**config.mk**
```make
export PLATFORM = sky130hd
export DESIGN_NAME = rps_game_ctrl
export DESIGN_NICKNAME = d
export VERILOG_FILES = /design/src/rtl/rps_game_ctrl.sv
export SDC_FILE = /design/constraint.sdc
export NUM_CORES = 1
export LEC_CHECK = 0
export ABC_CLOCK_PERIOD_IN_PS = 2800
export BUFFER_PORTS_ARGS = -buffer_cell sky130_fd_sc_hd__buf_2
export CORE_MARGIN = 4
export CORE_UTILIZATION = 50
export CTS_BUF_LIST = sky130_fd_sc_hd__clkbuf_4 sky130_fd_sc_hd__clkbuf_8
export DETAILED_ROUTE_END_ITERATION = 7
export MAX_ROUTING_LAYER = met4
export PLACE_DENSITY = 0.68
export SLEW_MARGIN = 5
export SYNTH_ARGS = -nofsm -noshare
export SYNTH_HDL_FRONTEND = slang
export SYNTH_SLANG_ARGS = --single-unit
```
**constraint.sdc**
```tcl
create_clock -name clk -period 2.8 [get_ports clk]
set_input_delay 0.84 -clock clk [delete_from_list [all_inputs] [get_ports clk]]
set_output_delay 0.84 -clock clk [all_outputs]
set_load 0.1 [all_outputs]
```
**src/rtl/rps_game_ctrl.sv**
```systemverilog
// Rock-paper-scissors round controller: synchronised button events, a free-running
// rotor for the computer hand, a timed reveal phase and saturating win/lose tallies.
module rps_game_ctrl #(
  parameter int unsigned REVEAL_CYCLES = 50000000
) (
  input  logic       clk,
  input  logic       rst,
  input  logic       btn_start,
  input  logic       btn_rock,
  input  logic       btn_paper,
  input  logic       btn_scissors,
  output logic [1:0] state,
  output logic [1:0] player_hand,
  output logic [1:0] com_hand,
  output logic [1:0] result,
  output logic [3:0] win_cnt,
  output logic [3:0] lose_cnt
);

  // state    | meaning
  // S_IDLE   | waiting for the first start after reset
  // S_PLAY   | waiting for a hand button
  // S_REVEAL | hands shown, timer counting down to the verdict
  // S_RESULT | verdict shown, waiting for start of next round
  typedef enum logic [1:0] {
    S_IDLE   = 2'd0,
    S_PLAY   = 2'd1,
    S_REVEAL = 2'd2,
    S_RESULT = 2'd3
  } state_t;

  localparam logic [25:0] TIMER_LOAD = 26'(REVEAL_CYCLES - 1);

  logic [3:0]  w_btn;
  logic [3:0]  r_sync1, r_sync2, r_prev;
  logic [3:0]  w_evt;
  logic [1:0]  r_rotor;
  state_t      r_state, w_state_nxt;
  logic [1:0]  r_player, w_player_nxt;
  logic [1:0]  r_com, w_com_nxt;
  logic [1:0]  r_result, w_result_nxt;
  logic [3:0]  r_win, w_win_nxt;
  logic [3:0]  r_lose, w_lose_nxt;
  logic [25:0] r_timer, w_timer_nxt;
  logic        w_player_wins, w_player_loses;

  // bit 0 start, 1 rock, 2 paper, 3 scissors
  assign w_btn = {btn_scissors, btn_paper, btn_rock, btn_start};
  assign w_evt = r_sync2 & ~r_prev;

  always_ff @(posedge clk or negedge rst) begin
    if (!rst) begin
      r_sync1 <= '0;
      r_sync2 <= '0;
      r_prev  <= '0;
      r_rotor <= 2'd1;
    end else begin
      r_sync1 <= w_btn;
      r_sync2 <= r_sync1;
      r_prev  <= r_sync2;
      r_rotor <= (r_rotor == 2'd3) ? 2'd1 : r_rotor + 2'd1;
    end
  end

  assign w_player_wins  = (r_player == 2'd1 && r_com == 2'd3) ||
                          (r_player == 2'd2 && r_com == 2'd1) ||
                          (r_player == 2'd3 && r_com == 2'd2);
  assign w_player_loses = (r_player != r_com) && !w_player_wins;

  always_ff @(posedge clk or negedge rst) begin
    if (!rst) begin
      r_state  <= S_IDLE;
      r_player <= 2'd0;
      r_com    <= 2'd0;
      r_result <= 2'd0;
      r_win    <= 4'd0;
      r_lose   <= 4'd0;
      r_timer  <= 26'd0;
    end else begin
      r_state  <= w_state_nxt;
      r_player <= w_player_nxt;
      r_com    <= w_com_nxt;
      r_result <= w_result_nxt;
      r_win    <= w_win_nxt;
      r_lose   <= w_lose_nxt;
      r_timer  <= w_timer_nxt;
    end
  end

  always_comb begin
    w_state_nxt  = r_state;
    w_player_nxt = r_player;
    w_com_nxt    = r_com;
    w_result_nxt = r_result;
    w_win_nxt    = r_win;
    w_lose_nxt   = r_lose;
    w_timer_nxt  = r_timer;
    case (r_state)
      S_IDLE: begin
        if (w_evt[0]) begin
          w_state_nxt  = S_PLAY;
          w_player_nxt = 2'd0;
          w_com_nxt    = 2'd0;
          w_result_nxt = 2'd0;
        end
      end
      S_PLAY: begin
        if (|w_evt[3:1]) begin
          w_state_nxt  = S_REVEAL;
          w_player_nxt = w_evt[1] ? 2'd1 : (w_evt[2] ? 2'd2 : 2'd3);
          w_com_nxt    = r_rotor;
          w_timer_nxt  = TIMER_LOAD;
        end
      end
      S_REVEAL: begin
        if (r_timer == 26'd0) begin
          w_state_nxt = S_RESULT;
          if (w_player_wins) begin
            w_result_nxt = 2'd1;
            if (r_win != 4'd9) w_win_nxt = r_win + 4'd1;
          end else if (w_player_loses) begin
            w_result_nxt = 2'd2;
            if (r_lose != 4'd9) w_lose_nxt = r_lose + 4'd1;
          end else begin
            w_result_nxt = 2'd3;
          end
        end else begin
          w_timer_nxt = r_timer - 26'd1;
        end
      end
      S_RESULT: begin
        if (w_evt[0]) begin
          w_state_nxt  = S_PLAY;
          w_player_nxt = 2'd0;
          w_com_nxt    = 2'd0;
          w_result_nxt = 2'd0;
          // a full 9/9 scoreboard starts a fresh match
          if (r_win == 4'd9 && r_lose == 4'd9) begin
            w_win_nxt  = 4'd0;
            w_lose_nxt = 4'd0;
          end
        end
      end
      default: w_state_nxt = S_IDLE;
    endcase
  end

  assign state       = r_state;
  assign player_hand = r_player;
  assign com_hand    = r_com;
  assign result      = r_result;
  assign win_cnt     = r_win;
  assign lose_cnt    = r_lose;

endmodule

```
=== Yosys cells after proc, flatten, opt, wreduce, memory -nomap -nowiden ===
Cells that the tools add are included.

* Register bits after elaboration: 56
* Bits of input ports: 6
* Output and inout bits: 16
* Word-level logic and storage cells: 95

* Add/subtract/negate cells: 4
* Eq/ne operators: 26
* Muxes and demuxes: 30
* Bitwise logic cells: 2
* Reduce and logical (&&, ||, !) cells: 22

{| class="wikitable"
|+ Operators with widths
! operator !! count
|-
| two-way mux 26 bit || 2
|-
| case mux 26 bit (2 select lines) || 1
|-
| two-way mux 4 bit || 9
|-
| logical NOT 26 bit || 1
|-
| subtractor 26 x 1 -> 26 bit (second input constant) || 1
|-
| two-way mux 2 bit || 10
|-
| inequality test 2 bit (second input constant) || 10
|-
| case mux 4 bit (2 select lines) || 2
|-
| equality test 2 bit (second input constant) || 7
|-
| case mux 2 bit (2 select lines) || 3
|-
| AND reduction 3 bit || 4
|-
| adder 4 x 1 -> 4 bit (second input constant) || 2
|-
| equality test 4 bit (second input constant) || 2
|-
| inequality test 4 bit (second input constant) || 2
|-
| nonzero test 2 bit || 4
|-
| AND reduction 7 bit || 1
|-
| equality test 2 x 1 -> 1 bit (second input constant) || 3
|-
| case mux 2 bit (3 select lines) || 1
|-
| AND reduction 6 bit || 1
|-
| logical AND 1 bit || 5
|-
| AND 4 bit || 1
|-
| NOT 4 bit || 1
|-
| OR reduction 3 bit || 1
|-
| adder 2 x 1 -> 2 bit (second input constant) || 1
|-
| other kinds (7) || 9
|}

=== Longest topological paths before layout ===
Gate-level depths: netlist of run 1.

* Word-level depth: 10
* Gate-level depth with buffers: 8
* Gate-level depth less buffers: 7

=== Worst setup path before layout of run 1 ===
Ideal clock, no wire load.

* Path kind: register to register
* From: reg r_state[1] (netlist: state[1])
* To: reg r_win[0] (netlist: win_cnt[0])
* Setup time: 0.126 ns
* Data arrival time: 2.423 ns
* Required time: 2.674 ns
* Slack: 0.251 ns
* Stages on the path, launching flop included: 6
* Buffers on the path: 0
* Clock period less this slack: 2.549 ns
* Path through: dfrtp_1 > ha_1 > nand2b_1 > or3_1 > a21oi_1 > mux2_2

* Word-level cells in the longest chain between the ends: 3
* Elaborated cells between the ends (all ways): 10
* Classes of those cells: 7 x eq/ne; 1 x mux; 2 x reduce/logical

{| class="wikitable"
|+ Ends and longest elaborated chain
! element !! RTL line !! source
|-
| start, declared || 38 || <nowiki>state_t r_state, w_state_nxt;</nowiki>
|-
| start signal, assigned || 80 || <nowiki>r_state <= w_state_nxt;</nowiki>
|-
| equality test 2 bit || 98 || <nowiki>case (r_state)</nowiki>
|-
| inequality test 2 bit (no source line) or nonzero test 2 bit (tied branches) || - ||
|-
| AND reduction 6 bit (no source line) || - ||
|-
| end signal, assigned || 84 || <nowiki>r_win <= w_win_nxt;</nowiki>
|-
| end, declared || 42 || <nowiki>logic [3:0] r_win, w_win_nxt;</nowiki>
|}

Parallel ways exist; a longest one is shown, timed or not.
A chain may end at the register's enable or synchronous reset.

=== Final worst setup path of run 1 ===
* From: reg r_timer[0]
* To: reg r_timer[20]

* Word-level cells in the longest chain between the ends: 3
* Elaborated cells between the ends (all ways): 6
* Classes of those cells: 1 x add/sub; 1 x eq/ne; 2 x mux; 2 x reduce/logical

{| class="wikitable"
|+ Ends and longest elaborated chain
! element !! RTL line !! source
|-
| start, declared || 44 || <nowiki>logic [25:0] r_timer, w_timer_nxt;</nowiki>
|-
| start signal, assigned || 86 || <nowiki>r_timer <= w_timer_nxt;</nowiki>
|-
| subtractor 26 x 1 -> 26 bit or logical NOT 26 bit (tied branches) || 128, 116 ||
|-
| two-way mux 26 bit or inequality test 2 bit (tied branches) || - ||
|-
| case mux 26 bit (2 select lines) or AND reduction 3 bit (tied branches) || - ||
|}

Parallel ways exist; a longest one is shown, timed or not. The select of a mux whose other input is x is not followed.

==> flow_metrics.py, run 1 <==
metrics = {
    "timing": {
        "totalNegativeSetupSlack_ps": 0,
        "fmax_mhz": 417.9,
        "fin_crit_sh_pct": 85.47,
        "rsz0062_at_grt": "no",
        "drv_slew": 0,
        "relSlewSlack_pct": 58.52,
        "fin_crit_ps": 2393,
        "fin_worst_skew_ps": 6.107,
        "timing.final.ws_setup_ps": 406.9,
        "timing_hold_violations_final": 0,
        "tightestPinTransition_ps": 622.2,
        "final-setup-viol-count": 0,
    },
    "power": {
        "powerDensity_nw_per_um2": 938.5,
        "design_power_total_mw": 3.031,
        "leakagePower_nw": 1.341,
        "vdd_drop_max_mv": 0.8549,
    },
    "yosys": {
        "yosys_register_bits": 56,
        "syn_avg_cell_area_um2": 10.27,
        "ys.flop_type": "dfrtp_1",
        "yosys.cell_types.count": 62,
        "async_reset_ff_share_pct": 100.0,
        "synth_cells": 284,
        "yosysWarningCount": 0,
        "syn_area_um2": 2917,
        "ys_seq_area_share_pct": 48.09,
        "synth_edf_count": 0,
        "syn-num-nets": 299,
    },
    "placed_design": {
        "gp_congestion": 0.7615,
        "dpl.cell_count": 374,
        "dp_hpwl_um": 4273,
        "place_worst_setup_slack_ps": 415.1,
        "portBuffers": 21,
    },
    "clock_network": {
        "cts.clk_slew.worst_paths_ps": 110,
        "cts_inserted_buffers": 5,
        "clkLatencyLatePin_ps": 320,
        "ctsHtreeMaxLevel": 2,
        "clock-sinks": 56,
        "cts_buffer_depth": 2,
        "cts_setup_buffers": 0,
        "hold_buffers": 0,
        "cts_tree": "done",
        "post_cts_resized": 0,
        "root_buffer": "clkbuf_8",
    },
    "critical_path": {
        "crit_type": "flip-flop to flip-flop",
        "worstPathRequired_ps": 3010,
        "cp.arrival_ps": 2600,
        "cp-start-kind": "flip-flop",
        "cp_max_fo": 9,
        "cp_slowest_cell": "or4_4",
        "slowest_delay_ps": 530,
        "worstPathCellList": "inv_1 -> ha_1 -> nor4b_4 -> nand4_4 -> or4_4 -> o21ai_1 -> or3b_1",
        "crit_path_end_kind": "flip-flop",
        "reg2regPathDepth": 7,
    },
    "global_route": {
        "grt_max_degree": 57,
        "grt_pass1_wl_um": 10720,
        "grt_pass1_vias": 2147,
        "antenna_found_initial": 0,
        "overflow": 0,
        "grt_usage_pct": 18.86,
    },
    "floorplanning": {
        "core_um2": 5574,
        "die-width_um": 84.38,
        "die_area_um2": 7119,
        "io_pins": 22,
        "die_h_um": 84.38,
        "initial_core_util_pct": 52.32,
        "rows": 27,
    },
    "finish": {
        "drive_gt1_share_pct": 18.06,
        "final_nets": 324,
        "antenna_cells": 0,
        "final_util_pct": 57.93,
        "syn_to_final_growth_pct": 10.73,
        "fin_cells": 382,
    },
    "route": {
        "drtIter0Drc": 148,
        "finalWirelength_um": 5944,
        "ant_nets": 0,
        "drcViolationCount": 0,
        "via_per_inst": 5.942,
        "wl_per_cell_um": 15.56,
        "first_pass_iters": 4,
        "num_vias": 2270,
    },
    "worst_hold_path": {
        "worstHoldPathType": "flip-flop to flip-flop",
        "hold_depth": 0,
    },
    "flow_run": {
        "drv_cap": 0,
    },
    "status": {
        "outcome": "finished, final reports clean",
    },
}
## layer usage
metal	vias up	wire, um	global-route usage, %
li1	1122	-	-
met1	1106	3023	27.44
met2	36	2621	27.83
met3	6	241	3.042
met4	0	57	4.317
met5	-	0	-
## through the flow
step / hold WS, ps / instance area (um^2)
after floorplan: 331.2 / 2917
after global placement: 331.3 / 3132
after detailed placement: 337.8 / 3132
after CTS: 363.9 / 3229
after global routing: 382.2 / 3229
final: 362.2 / 3229
## placed cells by master, fill, tap and decap left out, drive strengths merged, types with 3 or more instances in the layout
master / n
ha: 9
nand4: 3
mux2: 5
inv: 21
nor2: 14
buf: 27
o31ai: 8
clkbuf: 5
a31oi: 3
o41ai: 4
and4: 3
or2: 3
nor4: 6
or3: 10
and2: 4
o211ai: 4
dfrtp: 55
and3: 6
a21oi: 13
o21ai: 18
nand2: 11
nand2b: 6
nand3: 16
or4: 10
nor3: 9
## cell type report
type                            count  area [um^2]
Fill cell                         500         2345
Multi-Input combinational cell    201         1409
Sequential cell                    56         1403
Timing Repair Buffer               27        162.7
Tap cell                           72        90.09
Clock buffer                        5        68.82
Inverter                           18        67.56
Clock inverter                      3        28.78
## registers in the layout, summed over array words and instances, names as in the netlist
signal       flops
com_hand         2
lose_cnt         4
player_hand      2
r_prev           4
r_rotor          2
r_sync1          4
r_sync2          4
r_timer         26
result           2
state            2
win_cnt          4
## cells by family after synthesis
group                    after synthesis  share of synthesized area, %
flip-flops                            56                         48.09
AO/OA/AOI/OAI                         68                         16.00
multiplexers                           7                         2.617
adder cells (fa/ha/maj)                9                         3.861
XOR/XNOR                               2                        0.6007
AND/OR/NAND/NOR                      115                         25.23
buffers and inverters                 27                         3.603
## report_power, final
| group | leakage (nW) | internal, mW | switching (mW) |
|---|---|---|---|
| Sequential | 0.652 | 0.945 | 0.173 |
| Combinational | 0.637 | 0.411 | 1.02 |
| Clock | 0.0511 | 0.189 | 0.287 |
| Total | 1.34 | 1.55 | 1.49 |
## worst paths after layout
path / from / to / slack (ps)
max: r_timer[0]$_DFFE_PN0P_ / r_timer[20]$_DFFE_PN0P_ / 410
min: r_sync1[3]$_DFF_PN0_ / r_sync2[3]$_DFF_PN0_ / 360
max reg2reg: r_timer[0]$_DFFE_PN0P_ / r_timer[20]$_DFFE_PN0P_ / 410
min reg2reg: r_sync1[3]$_DFF_PN0_ / r_sync2[3]$_DFF_PN0_ / 360
max in group asynchronous: rst / r_rotor[0]$_DFF_PN1_ / 2010
min in group asynchronous: rst / r_timer[10]$_DFFE_PN0P_ / 490
## cells in the mapped netlist, types with 3 or more instances
cell type	n	share of area [%]
a31oi_1	3	0.64
nand2b_1	6	1.3
clkbuf_1	6	0.77
nor2_1	14	1.8
inv_1	18	2.3
or2_2	3	0.64
nand2_1	11	1.4
or4_1	8	2.1
dfrtp_1	55	47
nor4_1	4	0.86
and2_1	4	0.86
nand3_1	16	2.7
o211ai_1	3	0.77
mux2_2	5	1.9
o31ai_1	8	2.1
and3_1	5	1.1
buf_2	3	0.51
a21oi_1	13	2.2
nor3_1	9	1.5
or3_1	10	2.1
ha_1	9	3.9
o41ai_1	4	1.2
o21ai_0	17	2.9
## worst max-delay path: cells and delay by family (launching register included)
family	cells	cell delay, ps
buffers and inverters	1	60
flip-flops	1	410
adder cells (fa/ha/maj)	1	180
AND/OR/NAND/NOR	4	1510
AO/OA/AOI/OAI	1	110
Note: power is estimated with default switching activity, not from simulation.
==> run 2: changes to the inputs <==
- PLACE_DENSITY: 0.68 -> not set
- PLACE_DENSITY_LB_ADDON: not set -> 0.08
==> run 2 against run 1 <==
Compared with the run above: critical path depth unchanged; register-to-register slack worse by 30 ps; clock skew is 3.6 ps higher; combinational power hardly changed; via count is 1.3% higher; sequential share of layout area down 0.28 points.
==> flow_metrics.py, run 2 (synthesized netlist as in run 1, its figures left out) <==
metrics = {
    "floorplanning": {
        "core_um2": 5574,
        "die-width_um": 84.38,
        "initial_core_util_pct": 52.32,
        "rows": 27,
        "die_area_um2": 7119,
        "io_pins": 22,
        "die_h_um": 84.38,
    },
    "critical_path": {
        "cp.arrival_ps": 2630,
        "worstPathCellList": "inv_1 -> ha_1 -> nor4b_4 -> nand4_4 -> or4_4 -> o21ai_1 -> or3b_1",
        "worstPathRequired_ps": 3010,
        "cp_max_fo": 9,
        "startpoint": "r_timer[0]$_DFFE_PN0P_",
        "r2r-start": "r_timer[0]$_DFFE_PN0P_",
        "crit_type": "flip-flop to flip-flop",
        "crit_path_end_kind": "flip-flop",
        "slowest_delay_ps": 540,
        "cp_slowest_cell": "or4_4",
        "cp-start-kind": "flip-flop",
    },
    "placed_design": {
        "dpl.cell_count": 374,
        "portBuffers": 21,
        "gp_congestion": 0.7987,
        "dp_hpwl_um": 4439,
        "place_worst_setup_slack_ps": 379.1,
    },
    "timing": {
        "totalNegativeSetupSlack_ps": 0,
        "fin_crit_ps": 2422,
        "fmax_mhz": 412.8,
        "timing_hold_violations_final": 0,
        "fin_worst_skew_ps": 9.683,
        "drv_slew": 0,
        "tightestPinTransition_ps": 642.5,
        "timing.final.ws_setup_ps": 377.8,
        "relSlewSlack_pct": 57.17,
        "final-setup-viol-count": 0,
        "rsz0062_at_grt": "no",
        "fin_crit_sh_pct": 86.51,
    },
    "finish": {
        "fin_cells": 382,
        "regMostFlops": "r_timer",
        "drive_gt1_share_pct": 18.06,
        "antenna_cells": 0,
        "final_nets": 324,
        "multiInputGateArea_um2": 1409,
        "ff_latch_area_um2": 1403,
        "fill_cells": 495,
        "syn_to_final_growth_pct": 11.45,
        "layout_common_cells": "55 x dfrtp_1, 21 x buf_2, 18 x inv_1",
        "final_common_cell": "dfrtp_1",
        "largest_reg_flops": 26,
    },
    "global_route": {
        "grt_usage_pct": 18.72,
        "grt_pass1_wl_um": 10540,
        "grt_max_degree": 31,
        "overflow": 0,
        "antenna_found_initial": 0,
        "grt_pass1_vias": 2099,
    },
    "clock_network": {
        "ctsHtreeMaxLevel": 2,
        "cts.clk_slew.worst_paths_ps": 110,
        "root_buffer": "clkbuf_8",
        "clock-sinks": 56,
        "clkLatencyLatePin_ps": 320,
        "cts_setup_buffers": 0,
        "cts_buffer_depth": 2,
        "cts_inserted_buffers": 5,
        "cts_tree": "done",
        "post_cts_resized": 0,
        "hold_buffers": 0,
    },
    "route": {
        "via_per_inst": 6.021,
        "first_pass_iters": 4,
        "drtIter0Drc": 164,
        "ant_nets": 0,
        "wl_per_cell_um": 15.90,
        "finalWirelength_um": 6072,
        "drcViolationCount": 0,
        "num_vias": 2300,
    },
    "flow_run": {
        "drv_cap": 0,
    },
    "status": {
        "outcome": "finished, final reports clean",
    },
    "worst_hold_path": {
        "worstHoldPathType": "flip-flop to flip-flop",
        "worstHoldStart": "r_sync1[3]$_DFF_PN0_",
    },
    "power": {
        "vdd_drop_max_mv": 0.5686,
        "powerDensity_nw_per_um2": 955.9,
        "design_power_total_mw": 3.107,
        "leakagePower_nw": 1.352,
    },
}
## run 2: final cells by class
class	count	share of cell area [%]
Tap cell	72	2.771
Clock inverter	3	1.540
Inverter	18	2.079
Multi-Input combinational cell	201	43.34
Clock buffer	5	2.117
Timing Repair Buffer	27	5.004
Sequential cell	56	43.15
## run 2: worst paths after layout
check,end,slack (ps),depth (start not counted)
worst min register to register,r_sync2[3]$_DFF_PN0_,360,0
max in group asynchronous,r_timer[21]$_DFFE_PN0P_,1670,2
worst min-delay path,r_sync2[3]$_DFF_PN0_,360,0
worst max register to register,r_timer[20]$_DFFE_PN0P_,380,7
min in group asynchronous,r_timer[7]$_DFFE_PN0P_,530,1
worst max-delay path,r_timer[20]$_DFFE_PN0P_,380,7
## run 2: critical path: cells and delay by family (launching register included)
kind                     cells  cell delay (ps)
AND/OR/NAND/NOR              4             1540
flip-flops                   1              420
adder cells (fa/ha/maj)      1              170
buffers and inverters        1               70
AO/OA/AOI/OAI                1              110
## run 2: report_power, final
part / total [mW] / switching (mW) / internal [mW]
sequential: 1.12 / 0.174 / 0.945
clock: 0.563 / 0.286 / 0.276
combinational: 1.43 / 1.02 / 0.403
## run 2: through the flow
step                utilization, %  hold slack [ps]  cell area [um^2]
detailed placement           56.18            334.7              3132
finish                       58.32            359.0              3251
global placement             56.18            332.3              3132
floorplan                        -            331.2              2917
global route                 58.32            372.7              3251
CTS                          58.32            360.4              3251
## run 2: routing by layer
layer  GRT usage (%)  part of all wire, %  up-vias
li1                -                    -     1124
met1           27.20                   50     1123
met2           27.04                   44       46
met3           3.729                  4.9        7
met4           4.604                  1.1        0
met5               -                    0        -
